`config.mk`:
```
export PLATFORM = sky130hd
export DESIGN_NAME = player_jump_ctrl_flat
export DESIGN_NICKNAME = d
export VERILOG_FILES = /design/src/rtl/player_jump_ctrl_pkg.sv /design/src/rtl/player_jump_ctrl_if.sv /design/src/rtl/player_jump_ctrl_edge.sv /design/src/rtl/player_jump_ctrl.sv /design/src/flat_wrapper.sv
export SDC_FILE = /design/constraint.sdc
export NUM_CORES = 1
export LEC_CHECK = 0
export ABC_CLOCK_PERIOD_IN_PS = 2240
export CELL_PAD_IN_SITES_DETAIL_PLACEMENT = 1
export CELL_PAD_IN_SITES_GLOBAL_PLACEMENT = 2
export CORE_MARGIN = 4
export CORE_UTILIZATION = 34
export CTS_CLUSTER_DIAMETER = 30
export DETAILED_ROUTE_END_ITERATION = 16
export PLACE_DENSITY_LB_ADDON = 0.1
export SLEW_MARGIN = 20
export SYNTH_ARGS = -nofsm -noshare
export SYNTH_HDL_FRONTEND = slang
export SYNTH_HIERARCHICAL = 1
export SYNTH_SLANG_ARGS = --single-unit
export TNS_END_PERCENT = 30
```
`constraint.sdc`:
```
create_clock -name Clk -period 2.24 [get_ports Clk]
set_input_delay 0.336 -clock Clk [delete_from_list [all_inputs] [get_ports Clk]]
set_output_delay 0.336 -clock Clk [all_outputs]
set_load 0.01 [all_outputs]
```
`src/rtl/player_jump_ctrl_pkg.sv`:
```
// player_pkg: shared types and default tuning constants for the player
// vertical-motion controller.
//   jump_state_t : vertical-motion FSM states
//   vel_t        : signed 10-bit per-frame velocity (pixels/frame)
//   cnt_w()      : counter width helper with a floor
package player_pkg;

  typedef enum logic [2:0] {
    GROUND,
    RISE,
    FALL,
    LAND,
    RESPAWN
  } jump_state_t;

  localparam int VEL_W          = 10;
  localparam int JUMP_V0        = 8;
  localparam int GRAVITY_DIV    = 3;
  localparam int MAX_FALL       = 6;
  localparam int RESPAWN_FRAMES = 60;

  typedef logic signed [VEL_W-1:0] vel_t;

  // Counter width able to hold 0..n-1, never narrower than min_w.
  function automatic int cnt_w(input int n, input int min_w);
    int w;
    w = (n > 1) ? $clog2(n) : 1;
    return (w < min_w) ? min_w : w;
  endfunction

endpackage

```
`src/rtl/player_jump_ctrl_if.sv`:
```
// player_jump_ctrl_if: frame-paced control/status bundle between the input
// decoder / movement datapath (master) and the jump controller (slave).
//   frame_tick, game_active, jump_req, on_platform, respawn_req : to ctrl
//   y_velocity, airborne, jump_ack, respawn_pulse               : from ctrl
interface player_jump_ctrl_if;
  import player_pkg::*;

  logic frame_tick;
  logic game_active;
  logic jump_req;
  logic on_platform;
  logic respawn_req;
  vel_t y_velocity;
  logic airborne;
  logic jump_ack;
  logic respawn_pulse;

  modport master (
    output frame_tick, game_active, jump_req, on_platform, respawn_req,
    input  y_velocity, airborne, jump_ack, respawn_pulse
  );

  modport slave (
    input  frame_tick, game_active, jump_req, on_platform, respawn_req,
    output y_velocity, airborne, jump_ack, respawn_pulse
  );
endinterface

```
`src/rtl/player_jump_ctrl_edge.sv`:
```
// edge_detect_rise: rising-edge detector. The previous level is registered;
// the pulse itself is combinational on din so an edge arriving in the same
// Clk as a frame tick is seen by that tick.
//   Clk, Reset_n : clock, async active-low reset
//   din          : level input
//   rise         : high for the one Clk where din goes 0 -> 1
module edge_detect_rise (
  input  logic Clk,
  input  logic Reset_n,
  input  logic din,
  output logic rise
);
  logic prev_q, prev_d;

  always_comb prev_d = din;

  always_ff @(posedge Clk or negedge Reset_n) begin
    if (!Reset_n) prev_q <= 1'b0;
    else          prev_q <= prev_d;
  end

  assign rise = din & ~prev_q;
endmodule

```
`src/rtl/player_jump_ctrl.sv`:
```
// player_jump_ctrl: frame-paced jump/fall/land/respawn sequencer. Produces
// the registered signed vertical velocity added to PlayerY each frame.
//   Clk, Reset_n : clock, async active-low reset
//   bus (slave)  : frame_tick/game_active/jump_req/on_platform/respawn_req in,
//                  y_velocity/airborne/jump_ack/respawn_pulse out (registered)
module player_jump_ctrl
  import player_pkg::*;
#(
  parameter int JUMP_V0        = player_pkg::JUMP_V0,
  parameter int GRAVITY_DIV    = player_pkg::GRAVITY_DIV,
  parameter int MAX_FALL       = player_pkg::MAX_FALL,
  parameter int RESPAWN_FRAMES = player_pkg::RESPAWN_FRAMES
) (
  input logic Clk,
  input logic Reset_n,
  player_jump_ctrl_if.slave bus
);
  localparam int GW = cnt_w(GRAVITY_DIV, 1);
  localparam int RW = cnt_w(RESPAWN_FRAMES, 6);
  localparam logic [GW-1:0] GRAV_LAST = GW'(GRAVITY_DIV - 1);
  localparam logic [RW-1:0] RESP_LAST = RW'(RESPAWN_FRAMES - 1);
  localparam vel_t LAUNCH_V = vel_t'(-JUMP_V0);
  localparam vel_t MAX_V    = vel_t'(MAX_FALL);

  jump_state_t   state_q, state_d;
  vel_t          vy_q, vy_d;
  logic [GW-1:0] grav_q, grav_d;
  logic [RW-1:0] rcnt_q, rcnt_d;
  logic          pend_q, pend_d;
  logic          air_q, air_d;
  logic          ack_q, ack_d;
  logic          rsp_q, rsp_d;

  logic          jump_rise, pend_now, grav_wrap;
  logic [GW-1:0] grav_inc;
  logic [RW-1:0] rcnt_inc;
  vel_t          vy_inc;

  edge_detect_rise u_jump_edge (
    .Clk    (Clk),
    .Reset_n(Reset_n),
    .din    (bus.jump_req),
    .rise   (jump_rise)
  );

  always_comb begin
    // an edge in the tick cycle itself still counts for that tick
    pend_now  = pend_q | jump_rise;
    grav_wrap = (grav_q == GRAV_LAST);
    grav_inc  = grav_wrap ? '0 : grav_q + 1'b1;
    vy_inc    = grav_wrap ? vy_q + vel_t'(1) : vy_q;
    rcnt_inc  = rcnt_q + 1'b1;

    state_d = state_q;
    vy_d    = vy_q;
    grav_d  = grav_q;
    rcnt_d  = rcnt_q;
    pend_d  = pend_now;
    ack_d   = 1'b0;
    rsp_d   = 1'b0;

    if (bus.frame_tick) begin
      pend_d = 1'b0;  // pending jump lives for one frame only
      if (!bus.game_active) begin
        state_d = GROUND;
        vy_d    = '0;
        grav_d  = '0;
      end else if (bus.respawn_req) begin
        // counter is held at 0 until the request drops
        state_d = RESPAWN;
        vy_d    = '0;
        rcnt_d  = '0;
        rsp_d   = (state_q != RESPAWN);
      end else begin
        case (state_q)
          GROUND, LAND: begin
            if (state_q == GROUND && !bus.on_platform) begin
              state_d = FALL;
              vy_d    = '0;
              grav_d  = '0;
            end else if (pend_now) begin
              state_d = RISE;
              vy_d    = LAUNCH_V;
              grav_d  = '0;
              ack_d   = 1'b1;
            end else begin
              state_d = GROUND;
              vy_d    = '0;
            end
          end
          RISE: begin
            vy_d   = vy_inc;
            grav_d = grav_inc;
            if (vy_inc == '0) state_d = FALL;
          end
          FALL: begin
            if (bus.on_platform) begin
              state_d = LAND;
              vy_d    = '0;
            end else begin
              grav_d = grav_inc;
              vy_d   = (vy_inc > MAX_V) ? MAX_V : vy_inc;
            end
          end
          RESPAWN: begin
            rcnt_d = rcnt_inc;
            if (rcnt_inc >= RESP_LAST) begin
              state_d = FALL;
              vy_d    = '0;
              grav_d  = '0;
            end
          end
          default: begin
            state_d = GROUND;
            vy_d    = '0;
          end
        endcase
      end
    end

    air_d = (state_d == RISE) || (state_d == FALL);
  end

  always_ff @(posedge Clk or negedge Reset_n) begin
    if (!Reset_n) begin
      state_q <= GROUND;
      vy_q    <= '0;
      grav_q  <= '0;
      rcnt_q  <= '0;
      pend_q  <= 1'b0;
      air_q   <= 1'b0;
      ack_q   <= 1'b0;
      rsp_q   <= 1'b0;
    end else begin
      state_q <= state_d;
      vy_q    <= vy_d;
      grav_q  <= grav_d;
      rcnt_q  <= rcnt_d;
      pend_q  <= pend_d;
      air_q   <= air_d;
      ack_q   <= ack_d;
      rsp_q   <= rsp_d;
    end
  end

  assign bus.y_velocity    = vy_q;
  assign bus.airborne      = air_q;
  assign bus.jump_ack      = ack_q;
  assign bus.respawn_pulse = rsp_q;
endmodule
```
`src/flat_wrapper.sv`:
```
// flat-port wrapper written by rule: the top's interface ports become plain ports
module player_jump_ctrl_flat import player_pkg::*;
#(
  parameter int JUMP_V0        = player_pkg::JUMP_V0,
  parameter int GRAVITY_DIV    = player_pkg::GRAVITY_DIV,
  parameter int MAX_FALL       = player_pkg::MAX_FALL,
  parameter int RESPAWN_FRAMES = player_pkg::RESPAWN_FRAMES
)
  (Clk, Reset_n, bus_frame_tick, bus_game_active, bus_jump_req, bus_on_platform, bus_respawn_req, bus_y_velocity, bus_airborne, bus_jump_ack, bus_respawn_pulse);
  player_jump_ctrl_if bus_i ();
  input logic Clk;
  input logic Reset_n;
  input wire logic [$bits(bus_i.frame_tick)-1:0] bus_frame_tick;
  input wire logic [$bits(bus_i.game_active)-1:0] bus_game_active;
  input wire logic [$bits(bus_i.jump_req)-1:0] bus_jump_req;
  input wire logic [$bits(bus_i.on_platform)-1:0] bus_on_platform;
  input wire logic [$bits(bus_i.respawn_req)-1:0] bus_respawn_req;
  output wire logic [$bits(bus_i.y_velocity)-1:0] bus_y_velocity;
  output wire logic [$bits(bus_i.airborne)-1:0] bus_airborne;
  output wire logic [$bits(bus_i.jump_ack)-1:0] bus_jump_ack;
  output wire logic [$bits(bus_i.respawn_pulse)-1:0] bus_respawn_pulse;
  assign bus_i.frame_tick = bus_frame_tick;
  assign bus_i.game_active = bus_game_active;
  assign bus_i.jump_req = bus_jump_req;
  assign bus_i.on_platform = bus_on_platform;
  assign bus_i.respawn_req = bus_respawn_req;
  assign bus_y_velocity = bus_i.y_velocity;
  assign bus_airborne = bus_i.airborne;
  assign bus_jump_ack = bus_i.jump_ack;
  assign bus_respawn_pulse = bus_i.respawn_pulse;
  player_jump_ctrl #(.JUMP_V0(JUMP_V0), .GRAVITY_DIV(GRAVITY_DIV), .MAX_FALL(MAX_FALL), .RESPAWN_FRAMES(RESPAWN_FRAMES)) u_core (.Clk(Clk), .Reset_n(Reset_n), .bus(bus_i));
endmodule
```
==> summary.txt <==
Yosys
  – Synth Cell Area: 2076 sq um
  – Synthesized Nets: 264
  – Synth Instances: 254
  – Ys async rst share: 100.0%
  – YS warnings: 6
  – Syn Area/Cell: 8.172 sq um
  – Main synth FF type: dfrtp_1
  – Flops & latches, synth: 26
  – Seq/Total Area, Yosys: 31.34%
  – Unique masters post-synth: 60
  – Post-synth EDFFs: 0

Layout
  – Most frequent cells in the layout: 46 x buf_4, 22 x nand2_1, 22 x dfrtp_1
  – Area Growth Syn to Fin: 34.72%
  – Most common cell after layout, fill and taps aside: buf_4
  – Number of diodes: 0
  – Fin nets: 322
  – Share of cells above drive strength 1: 24.52%
  – Final non-filler cell total: 385
  – Filler cells: 727

Pwr
  – Worst-case vdd ir drop: 0.2531 mV
  – Power Density: 359.2 nW/um^2
  – Leak pwr: 0.001160 uW

STA
  – Final setup violation count: 0
  – Layout Skew: 0.008752 ns
  – Max Transition Viols Final: 0
  – Final worst-path cycle share: 97.80%
  – Crit path time final: 2.191 ns
  – RSZ-0062 raised after global routing: yes
  – Maximum clock rate: 0.4565 GHz
  – Slew margin rel.: 70.12%
  – Slew @ Worst Pin: 0.4473 ns
  – Fin Setup TNS: 0 ns
  – Hold_ws: 0.4395 ns
  – Final hold violations: 0

Place
  – Placer Congestion: 0.8432
  – Port-buffer cells: 19
  – HPWL after detailed placement: 5124 um
  – Placed insts: 377

Clock tree
  – Clk Latency, worst-skew pair: 0.28 ns
  – CTS Buf Count: 3
  – Root buf cell: clkbuf_8
  – CTS tree: built
  – Worst-path clk slew: 0.10 ns
  – Maximum buffer depth of the clock tree: 2
  – H-tree depth: 1
  – Clock sink count: 26
  – CTS Hold Bufs: 0

Floorplanning
  – Std-Cell Core Area: 5921 sq um
  – Die width: 86.14 um
  – Boundary Pins: 20
  – Die height: 86.14 um
  – DIE AREA: 7419 sq um
  – Initial Util: 35.06%
  – Rows: 28

Min path
  – Hold Path Class: input port to async pin

Status
  – Status: finished clean

Worst setup path
  – Crit-path max FO: 4
  – Max incr delay on CP: 0.41 ns
  – WP data required: 2.43 ns
  – WP buf/inv: 1
  – Worst setup SP type: flop
  – CP endpoint kind: flop
  – CP Data Arrival Time: 2.38 ns
  – WS Path Type: flop to flop
  – CP max stage cell: dfrtp_1
  – Top delay family on crit path: simple AND/OR/NAND/NOR gates
  – Critical path, cell by cell: ha_1, buf_4, and3b_1, a22oi_2, nand3_2, nor4_4, nor2_2, o311ai_1

Drt
  – 1st-iter DRT viols: 70
  – Vias: 2197
  – Final wirelength: 6689 um
  – Vias per cell: 5.706
  – First-pass DRT Iterations: 4
  – Detailed-route wire length per cell: 17.37 um
  – Number of antenna-violating nets in the routed design: 0
  – DRC viols: 0

GRT
  – Largest net degree at the start of global routing: 27
  – Grt total ovfl: 0
  – Vias in the first global route: 2301
  – GR Util All Layers: 19.49%
  – First-pass GRT wire length: 11590 um
  – Antenna violations before repair: 0

Job
  – Maxcap violations: 0
[cells in the mapped netlist (2+ instances only)]
| library cell | instances | area share [%] |
|---|---|---|
| a21boi_0 | 2 | 0.72 |
| o21ai_0 | 15 | 3.6 |
| o31a_1 | 2 | 0.84 |
| and4_1 | 3 | 1.3 |
| nand3_1 | 13 | 3.1 |
| and2_1 | 5 | 1.5 |
| or3_1 | 3 | 0.90 |
| nor3b_2 | 2 | 1.2 |
| xor2_1 | 2 | 0.84 |
| ha_1 | 3 | 1.8 |
| o21a_1 | 2 | 0.72 |
| buf_4 | 3 | 1.1 |
| nor4_1 | 5 | 1.5 |
| dfrtp_1 | 26 | 31 |
| and3b_1 | 3 | 1.3 |
| a21oi_1 | 10 | 2.4 |
| inv_1 | 8 | 1.4 |
| nor3_1 | 15 | 3.6 |
| and3_1 | 6 | 1.8 |
| a31oi_1 | 4 | 1.2 |
| nand2_1 | 22 | 4.0 |
| nor2_1 | 18 | 3.3 |
| o311ai_1 | 4 | 1.7 |
| nor2b_1 | 4 | 1.2 |
| buf_2 | 3 | 0.72 |
| nand2b_1 | 2 | 0.60 |
| clkbuf_1 | 8 | 1.4 |
| nor3b_1 | 2 | 0.72 |
| o211ai_1 | 4 | 1.4 |
| or3b_1 | 2 | 0.84 |
| o311ai_0 | 2 | 0.84 |
| nand4_1 | 6 | 1.8 |
| o22ai_1 | 4 | 1.2 |
| xnor2_1 | 5 | 2.1 |
| a21o_1 | 2 | 0.72 |
| o21ai_1 | 4 | 0.96 |
| o31ai_1 | 7 | 2.5 |
[per-layer routing]
metal / vias to the layer above / routed length (um) / track usage (%)
met2: 27 / 3446 / 34.90
met5: - / 0 / 0
met4: 0 / 77 / 4.460
met3: 6 / 119 / 2.017
li1: 1075 / - / -
met1: 1089 / 3045 / 25.03
[registers in the layout, summed over array words and instances, names as in the netlist, 2 cells and up]
| name | count |
|---|---|
| u_core/bus.y_velocity | 10 |
| u_core/state_q | 3 |
| u_core/rcnt_q | 6 |
| u_core/grav_q | 2 |
[worst register-to-register path: stages, from the launching register on]
cell and delay [ns]:
dfrtp_1 0.41, ha_1 0.23, buf_4 0.15, and3b_1 0.21, a22oi_2 0.23, nand3_2 0.14, nor4_4 0.35, nor2_2 0.10
o311ai_1 0.28
[worst paths after layout]
kind / start / to / slack, ns / depth (start not counted)
worst max-delay path: u_core/bus.y_velocity[0]$_DFFE_PN0P_ / u_core/bus.y_velocity[3]$_DFFE_PN0P_ / 0.05 / 8
worst min-delay path: Reset_n / u_core/bus.y_velocity[9]$_DFFE_PN0P_ / 0.44 / 2
worst max register to register: u_core/bus.y_velocity[0]$_DFFE_PN0P_ / u_core/bus.y_velocity[3]$_DFFE_PN0P_ / 0.05 / 8
worst min register to register: u_core/rcnt_q[1]$_DFFE_PN0P_ / u_core/rcnt_q[1]$_DFFE_PN0P_ / 0.56 / 2
max in group asynchronous: Reset_n / u_core/bus.y_velocity[5]$_DFFE_PN0P_ / 1.51 / 2
min in group Clk: bus_jump_req / u_core/u_jump_edge/prev_q$_DFF_PN0_ / 0.53 / 1
[what timing repair did]
item / in CTS / in global routing
endpoints found under the setup margin: 3 / 12
pin swaps: 0 / 8
setup buffers: 0 / 5
gates resized for setup: 1 / 21
[stage by stage]
step | util (%) | total power (uW) | instance area (sq um) | worst slack [ns]
finish | 47.23 | 1005 | 2796 | 0.04935
CTS | 45.18 | 1011 | 2675 | 0.02255
floorplan | - | 609.0 | 2076 | 0.1222
detailed placement | 44.38 | 725.7 | 2628 | -0.07467
global placement | 44.38 | 721.0 | 2628 | -0.04089
global route | 47.23 | 1072 | 2796 | -0.08712
[area by class of cell]
type	instances	area (sq um)	area share [%]
flip-flops and latches	26	655.6	23.45
clock buffers	3	41.29	1.477
multi-input cells	205	1405	50.25
inverters	9	33.78	1.208
well taps	75	93.84	3.356
repair buffers	67	566.8	20.27
[cells by family after synthesis]
| kind of cell | count (synthesis) | share of synthesized area, % |
|---|---|---|
| buf+inv | 23 | 4.882 |
| flops | 26 | 31.34 |
| mux | 1 | 0.4822 |
| fa+ha+maj | 3 | 1.809 |
| xor+xnor | 7 | 2.954 |
| simple gates | 118 | 32.55 |
| compound gates | 76 | 25.98 |
[report_power, final]
part	switching (uW)	internal (uW)
clock	162	121
combinational	107	104
sequential	24.1	486
total	293	712
Note: power is estimated with default switching activity, not from simulation.
